### src/rtl/irq_pkg.sv
// Shared types and helpers for the prioritised interrupt controller.
package irq_pkg;

  localparam int unsigned N_SRC_DEF       = 32;
  localparam int unsigned SYNC_STAGES_DEF = 2;
  localparam int unsigned MAX_SRC         = 32;
  localparam int unsigned MAX_ID_W        = 5;

  typedef enum logic [1:0] {IDLE, REQ, SERVICE} irq_state_e;

  typedef struct packed {
    logic                valid;
    logic [MAX_ID_W-1:0] idx;
  } prio_t;

  // Fixed priority: lowest set index wins.
  function automatic prio_t prio_enc(input logic [MAX_SRC-1:0] vec);
    prio_t res;
    res = '0;
    for (int i = int'(MAX_SRC) - 1; i >= 0; i--) begin
      if (vec[i]) begin
        res.valid = 1'b1;
        res.idx   = MAX_ID_W'(i);
      end
    end
    return res;
  endfunction

endpackage

### src/rtl/irq_sync_edge.sv
// Per-channel input synchroniser followed by a rising-edge detector.
module irq_sync_edge #(
  parameter int unsigned N      = 32,
  parameter int unsigned STAGES = 2
) (
  input  logic         clk,
  input  logic         rst_n,
  input  logic [N-1:0] req,
  output logic [N-1:0] s_req_c,
  output logic [N-1:0] rise_c
);

  logic [N-1:0] prev_q;

  generate
    if (STAGES == 0) begin : g_nosync
      assign s_req_c = req;
    end else begin : g_sync
      logic [N-1:0] chain_q [STAGES];

      always_ff @(posedge clk or negedge rst_n) begin
        if (!rst_n) begin
          for (int i = 0; i < int'(STAGES); i++) chain_q[i] <= '0;
        end else begin
          chain_q[0] <= req;
          for (int i = 1; i < int'(STAGES); i++) chain_q[i] <= chain_q[i-1];
        end
      end

      assign s_req_c = chain_q[STAGES-1];
    end
  endgenerate

  always_ff @(posedge clk or negedge rst_n) begin
    if (!rst_n) prev_q <= '0;
    else        prev_q <= s_req_c;
  end

  assign rise_c = s_req_c & ~prev_q;

endmodule

### src/rtl/irq_ctrl_prio.sv
// Interrupt controller: pending latches, fixed-priority arbiter and
// request/ack/mret handshake FSM towards the core.
module irq_ctrl_prio
  import irq_pkg::*;
#(
  parameter int unsigned N_SRC       = N_SRC_DEF,
  parameter int unsigned ID_W        = $clog2(N_SRC),
  parameter int unsigned SYNC_STAGES = SYNC_STAGES_DEF
) (
  input  logic             clk,
  input  logic             rst_n,
  input  logic [N_SRC-1:0] int_req_i,
  input  logic [N_SRC-1:0] int_edge_i,
  input  logic [N_SRC-1:0] mie_i,
  output logic             irq_o,
  output logic [ID_W-1:0]  irq_id_o,
  input  logic             irq_ack_i,
  input  logic             mret_i,
  output logic [N_SRC-1:0] int_fin_o
);

  logic [N_SRC-1:0] s_req;
  logic [N_SRC-1:0] rise;
  logic [N_SRC-1:0] pend_q;
  logic [N_SRC-1:0] pend_d;
  logic [N_SRC-1:0] pending;
  logic [N_SRC-1:0] cand;
  logic [N_SRC-1:0] clr;
  logic [N_SRC-1:0] fin_q;
  logic [N_SRC-1:0] fin_d;
  logic [ID_W-1:0]  id_q;
  logic [ID_W-1:0]  id_d;
  logic             irq_q;
  logic             irq_d;
  irq_state_e       state_q;
  irq_state_e       state_d;
  prio_t            prio;

  irq_sync_edge #(
    .N      (N_SRC),
    .STAGES (SYNC_STAGES)
  ) u_sync (
    .clk     (clk),
    .rst_n   (rst_n),
    .req     (int_req_i),
    .s_req_c (s_req),
    .rise_c  (rise)
  );

  // Edge channels latch; level channels follow the synchronised line.
  assign pending = (int_edge_i & pend_q) | (~int_edge_i & s_req);
  assign cand    = pending & mie_i;
  assign prio    = prio_enc(MAX_SRC'(cand));
  assign pend_d  = (pend_q & ~clr) | (rise & int_edge_i);

  always_comb begin
    state_d = state_q;
    irq_d   = irq_q;
    id_d    = id_q;
    fin_d   = '0;
    clr     = '0;
    case (state_q)
      IDLE: begin
        // Hold off one cycle after a finish so a level source can drop.
        if (fin_q == '0 && prio.valid) begin
          state_d = REQ;
          irq_d   = 1'b1;
          id_d    = ID_W'(prio.idx);
        end
      end
      REQ: begin
        if (irq_ack_i) begin
          state_d = SERVICE;
          irq_d   = 1'b0;
          clr     = N_SRC'(1) << id_q;
        end else if (!mie_i[id_q] || (!int_edge_i[id_q] && !s_req[id_q])) begin
          state_d = IDLE;
          irq_d   = 1'b0;
        end
      end
      SERVICE: begin
        if (mret_i) begin
          state_d = IDLE;
          fin_d   = N_SRC'(1) << id_q;
        end
      end
      default: begin
        state_d = IDLE;
        irq_d   = 1'b0;
      end
    endcase
  end

  always_ff @(posedge clk or negedge rst_n) begin
    if (!rst_n) begin
      state_q <= IDLE;
      irq_q   <= 1'b0;
      id_q    <= '0;
      fin_q   <= '0;
      pend_q  <= '0;
    end else begin
      state_q <= state_d;
      irq_q   <= irq_d;
      id_q    <= id_d;
      fin_q   <= fin_d;
      pend_q  <= pend_d;
    end
  end

  assign irq_o     = irq_q;
  assign irq_id_o  = id_q;
  assign int_fin_o = fin_q;

endmodule

### config.mk
export PLATFORM = sky130hd
export DESIGN_NAME = irq_ctrl_prio
export DESIGN_NICKNAME = d
export VERILOG_FILES = /design/src/rtl/irq_pkg.sv /design/src/rtl/irq_sync_edge.sv /design/src/rtl/irq_ctrl_prio.sv
export SDC_FILE = /design/constraint.sdc
export NUM_CORES = 1
export LEC_CHECK = 0
export CORE_MARGIN = 3
export CORE_UTILIZATION = 56
export DETAILED_ROUTE_END_ITERATION = 10
export PLACE_DENSITY_LB_ADDON = 0.15
export SLEW_MARGIN = 20
export SYNTH_ARGS = -nofsm -noshare
export SYNTH_HDL_FRONTEND = slang
export SYNTH_HIERARCHICAL = 1
export SYNTH_SLANG_ARGS = --single-unit
### constraint.sdc
create_clock -name clk -period 6.3 [get_ports clk]
set_input_delay 0.63 -clock clk [delete_from_list [all_inputs] [get_ports clk]]
set_output_delay 0.63 -clock clk [all_outputs]
set_load 0.005 [all_outputs]
---- Yosys cells after proc, flatten, opt, wreduce, memory -nomap -nowiden ----
Index checks and enable logic that the tools add are counted.
cells by class
  add/subtract/negate cells ............... 0
  multiply operators ...................... 0
  divide/modulo/power cells ............... 0
  order comparisons ....................... 1
  equality and inequality tests ........... 5
  shift operators ......................... 1
  mux-type cells .......................... 51
  bitwise logic cells ..................... 12
  reductions and logical operators ........ 11
operators with widths
  operator                                                    count
  bitwise AND 32 bit                                          6
  2-to-1 mux 6 bit                                            32
  2-to-1 mux 32 bit                                           4
  NOT 32 bit                                                  3
  OR 32 bit                                                   2
  logical NOT 32 bit                                          1
  << shifter 1 x 5 -> 32 bit, first input constant            1
  binary-select mux 1 bit (select 5 bit)                      3
  2-to-1 mux 2 bit                                            4
  less-than comparator 5 x 6 -> 1 bit, second input constant  1
  2-to-1 mux 1 bit                                            6
  case mux 2 bit (3 select lines)                             1
  AND reduction 3 bit                                         2
  != test 2 bit, second input constant                        2
  logical NOT 1 bit                                           3
  != test 3 bit, second input constant                        1
  case mux 1 bit (3 select lines)                             1
  equality test 2 x 1 -> 1 bit, second input constant         1
  equality test 2 bit, second input constant                  1
  logical AND 1 bit                                           2
  logical NOT 2 bit                                           1
  AND reduction 2 bit                                         1
  logical OR 1 bit                                            1
  NOT 1 bit                                                   1
word-level totals
  register bits after elaboration ......... 168
  bits in latches ......................... 0
  memory bits (writable) .................. 0
  ROM bits ................................ 0
  output and inout bits ................... 38
  word-level logic and storage cells ...... 89
  memories ................................ 0

---- Depth between registers and ports, before layout ----
  depth in word-level cells ............... 39
  mapped depth ............................ 9
  mapped depth without buffers ............ 6

---- Cells and area by module ----
Netlist, hierarchy kept.
modules (own cells, without submodules)
  module         instances  cells each  area each (sq um)
  irq_ctrl_prio  1          453         4,236.6
  irq_sync_edge  1          160         3,083.0

---- Least setup slack after synthesis ----
OpenSTA, ideal clock, no wires.
  path type ............................... input port to flip-flop
  start point ............................. in int_edge_i[10]
  end point ............................... reg id_q[0] (netlist: irq_id_o[0])
  setup time .............................. 0.128 ns
  data arrival time ....................... 2.196 ns
  slack ................................... 3.976 ns
  stages on the path ...................... 6
  path buffers ............................ 0
  cells stage by stage .................... mux2_4 a22o_1 nand4b_4 o41ai_4 mux2i_1 a21oi_1
between the ends
  word-level cells in the longest chain between the ends .. 17
  elaborated cells between the ends (all ways) .. 18
  those cells by class .................... 11 x mux; 5 x bitwise; 2 x reduce/logical
RTL lines
  item                               line                  source
  start, declared                    irq_ctrl_prio.sv:13   input logic [N_SRC-1:0] int_edge_i,
  NOT 32 bit                         irq_ctrl_prio.sv:51   assign pending = (int_edge_i & pend_q) | (~int_edge_i & s_req);
  bitwise AND 32 bit                 irq_ctrl_prio.sv:51
  OR 32 bit *                        irq_ctrl_prio.sv:51
  bitwise AND 32 bit *               irq_ctrl_prio.sv:52   assign cand = pending & mie_i;
  2-to-1 mux 6 bit * (11 in series)  irq_pkg.sv:21         if (vec[i]) begin
  logical AND 1 bit                  irq_ctrl_prio.sv:65   if (fin_q == '0 && prio.valid) begin
  AND reduction 2 bit (no line)      n/a
  end signal, assigned               irq_ctrl_prio.sv:104  id_q <= id_d;
  end, declared                      irq_ctrl_prio.sv:31   logic [ID_W-1:0] id_q;
Every way passes the cells marked *; elsewhere a longest branch is shown, timed or not.
A chain may end at the register's enable or synchronous reset.

---- Worst setup path after layout ----
  start point ............................. reg id_q[0] (netlist: irq_id_o[0])
  end point ............................... reg irq_q (netlist: irq_o)
between the ends
  word-level cells in the longest chain between the ends .. 7
  elaborated cells between the ends (all ways) .. 13
  those cells by class .................... 1 x eq/ne; 6 x mux; 6 x reduce/logical
RTL lines
  item                                    line                  source
  binary-select mux 1 bit (select 5 bit)  irq_ctrl_prio.sv:76   end else if (!mie_i[id_q] || (!int_edge_i[id_q] && !s_req[id_q])) begin
  2-to-1 mux 1 bit (implied by the code)  irq_ctrl_prio.sv:76
  logical NOT 1 bit                       irq_ctrl_prio.sv:76
  logical AND 1 bit                       irq_ctrl_prio.sv:76
  logical OR 1 bit *                      irq_ctrl_prio.sv:76
  != test 3 bit (no line) *               n/a
  AND reduction 3 bit (no line) *         n/a
  end signal, assigned                    irq_ctrl_prio.sv:103  irq_q <= irq_d;
  end, declared                           irq_ctrl_prio.sv:33   logic irq_q;
Every way passes the cells marked *; elsewhere a longest branch is shown, timed or not. The select of a mux whose other input is x is not followed.

==> results.md <==
* Status: complete, no violations
* Synth area leaders: dfrtp_1, nor2b_4, nand2_1, nor2_1, buf_4
* Cts hold-fix bufs at 0
* Total wire length at about 18 mm
* GRT Total Usage at 26.4%
* Number of fill cells at 890
* Psw at 0.000945 W
* Cell Count, Final, Fillers Out at 907
* Maximum vdd drop at 197 µV
* CTS max path bufs at 2
* Global placer's final weighted congestion at roughly 0.9
* Power share of the clock group at 32.0%
* Sw Ratio at between 30% and 40%
* Slowest-stage cell, CP: dfrtp_1
* Most frequent CP cell: a32oi_1
* Drt via density at a little under 6
* Die Y at 120 µm
* Die Wd at 120 µm
* Placed cell count at just under 900
* Avg Inst Size Synth at about 12 µm²
* H-Tree Depth at 4
* Area growth syn-to-layout at 25.1%
* Comb pwr share at 24.4%
* First-pass GRT wire length at 29.0 mm
* Worst slew margin at 34.2%
* Largest net degree at the start of global routing at 113
* DR DRC count at 0
* Design area at approximately 9200 µm²
* Port Buffers at between 100 and 150
* P per Cell Area at ~330 nW/µm²
* Proportion of layout cells with a drive suffix above 1 at 14.6%
* Setup violators final at 0
* Core footprint at 12700 µm²
* Initial core utilization at between 50% and 60%
* WP data required at 6.58 ns
* Initial antenna violation count at 0
* Critical path peak fanout at 19
* CTS tree: yes
* Max-Cap Viols at 0
* Crit path launch: irq_id_o[0]$_DFFE_PN0P_
* Slowest stage delay, CP at 0.95 ns
* Worst-Skew Late Latency at around 0.42 ns
* Starting DRT DRC Count at 610
* Flop2flop setup slack at 3.49 ns
* R2r startpoint: irq_id_o[0]$_DFFE_PN0P_
* Sequential-to-total area share from yosys stat at a little under three fifths
* Worst-path cell chain: nor2b_1 > a22oi_1 > nand4_1 > o21ai_0 > a32oi_1 > a32oi_1
* Mapped Nets at 713
* Antenna-violating nets left at 0
* Sequential fraction of design power at 43.6%
* Via count at 5286
* Hpwl dp at between 10 and 15 mm
* Setup TNS at 0 ns
* Clock Tree Root: clkbuf_16
* Cts bufs inserted at 17
* Period utilisation layout at between 40 and 50%
* RSZ-0062 raised after global routing: false
* Area share of the largest cell type after synthesis at 57.4%
* IO Pins at around 140
* Leakage power at a little under 4 nW
* N_diodes at 0
* CP Launch Type: flop
* Tightest Pin Transition at a little under 1 ns
* R2R cell count at 6
* P_int at 0.00206 W
* Leading area contributor after synthesis: dfrtp_1
* Mapped Cells at 613
* Crit path capture type: flop
* Dpl cell area at 8610 µm²
* Syn Std Cell Area at 7320 µm²
* Nets at approximately 820
* GR Overflow Total at 0
* Worst min path class: input port to async pin
* Setup crit end: irq_o$_DFFE_PN0P_
* Min cycle time layout at 2.81 ns
* Worst Path Arrival at 3.09 ns
* Vias in the first global route at 5452
* Drt wl/cell at 20.2 µm
* Drt first pass iters at 5
* Final Hold Fails at 0
* Pins Over Slew Limit at 0
* Number of setup buffers added after CTS at 0
* Seq cells post-synth at between 150 and 200
* R2R Path End: irq_o$_DFFE_PN0P_
* Max Clock Freq at between 300 and 400 MHz
* WS Path Type: flop to flop
* Finished Core Util at 72.0%
* Synth unique cells at 53
* Worst-path clk slew at 0.06 ns
* Synth warn at 6
* CTS sink count at 168
* Clock Skews at 0.00534 ns
* Total Power at 0.00301 W
* Number of core rows at 41
* Die Area at 14500 µm²
* Gates resized, CTS repair at 0
[cell usage after synthesis (all sizes together)]
master   number
o22ai        11
o221ai        1
a32oi         2
nand2        74
a21boi        1
or3           1
o2111a        1
clkbuf       12
a22oi        10
a2bb2oi       6
nand4bb       1
o41ai         1
a211oi        4
o31ai         1
nand4         6
o211a         1
and2b         3
a32o          3
nor4          9
a21bo         1
o211ai        7
a21oi         8
mux2         24
nand2b        5
o311ai        1
buf          35
nand3b        1
nor3          5
mux4          8
and3          1
nor3b         1
nand4b        2
inv          13
and2          2
o21a          2
dfrtp       168
a222oi        2
nor2         68
nand3         8
nor2b        34
o21ai        33
mux2i        11
a22o         17
or2           3
o2bb2ai       5
[worst min-delay path by stage]
stage | slack, ns | from | cells past startpoint | endpoint
2_1_floorplan | 0.33 | rst_n | 0 | int_fin_o[0]$_DFF_PN0_
3_3_place_gp | 0.33 | u_sync/g_sync.chain_q[43]$_DFF_PN0_ | 0 | u_sync/s_req_c[11]$_DFF_PN0_
3_5_place_dp | 0.33 | u_sync/g_sync.chain_q[48]$_DFF_PN0_ | 0 | u_sync/s_req_c[16]$_DFF_PN0_
4_1_cts | 0.35 | u_sync/g_sync.chain_q[52]$_DFF_PN0_ | 0 | u_sync/s_req_c[20]$_DFF_PN0_
5_1_grt | 0.35 | u_sync/g_sync.chain_q[38]$_DFF_PN0_ | 0 | u_sync/s_req_c[6]$_DFF_PN0_
6_report | 0.29 | rst_n | 1 | int_fin_o[25]$_DFF_PN0_
[cells by family after synthesis]
family | count (synthesis) | synth area share (%)
mux | 43 | 7.81
flops | 168 | 57.4
simple gates | 224 | 17.9
buf+inv | 60 | 4.77
compound gates | 118 | 12.1
[power by group through the flow]
stage                     sequential (W)  clock, W  combinational [W]
final                            0.00131  0.000962           0.000733
after global routing             0.00133   0.00102           0.000786
after CTS                        0.00131  0.000981           0.000725
after detailed placement         0.00133         0           0.000711
after global placement           0.00132         0           0.000704
after floorplan                  0.00125         0           0.000500
[state kept, by name (all words and copies together), names as in the netlist]
signal,flops
irq_id_o,5
state_q,2
u_sync/s_req_c,32
int_fin_o,32
u_sync/prev_q,32
irq_o,1
u_sync/g_sync.chain_q,32
pend_q,32
[routing by layer]
| metal | track usage, % | up-vias | wire [µm] |
|---|---|---|---|
| met5 | 0 | - | 0 |
| met4 | 11.5 | 0 | 543 |
| met3 | 5.66 | 46 | 1360 |
| met2 | 43.1 | 285 | 9040 |
| met1 | 34.5 | 2610 | 7400 |
| li1 | - | 2345 | - |
[through the flow]
step	worst slack, ns	hold WS (ns)
4_1_cts	3.52	0.346
3_3_place_gp	3.20	0.332
3_5_place_dp	3.18	0.335
5_1_grt	3.26	0.349
2_1_floorplan	3.98	0.331
6_report	3.49	0.292
[cell usage in the layout (no fill, tap or decap), drive strengths merged, types with 9 or more instances in the layout]
cell,Yosys,final
a22o,17,17
a22oi,10,10
clkbuf,12,20
clkdlybuf4s50,0,136
dfrtp,168,168
inv,13,15
mux2,24,24
mux2i,11,11
nand2,74,74
nor2,68,68
nor2b,34,34
nor4,9,9
o21ai,33,33
o22ai,11,11
[worst max-delay path: cells and delay by family (launching register included)]
family          cells  cell delay [ns]
flops               1             0.95
compound gates      4             0.80
simple gates        2             0.91
[final cells by class]
type                       instances  area, µm²  share of cell area, %
multi-input combinational        385       2770                   30.2
tap                              172        215                   2.35
clock buffer                      20        447                   4.88
clock inverter                    11       98.8                   1.08
inverter                          13       48.8                  0.533
sequential                       168       4200                   45.9
timing repair buffer             138       1380                   15.1
No activity file was read; power rests on OpenSTA's default activity.
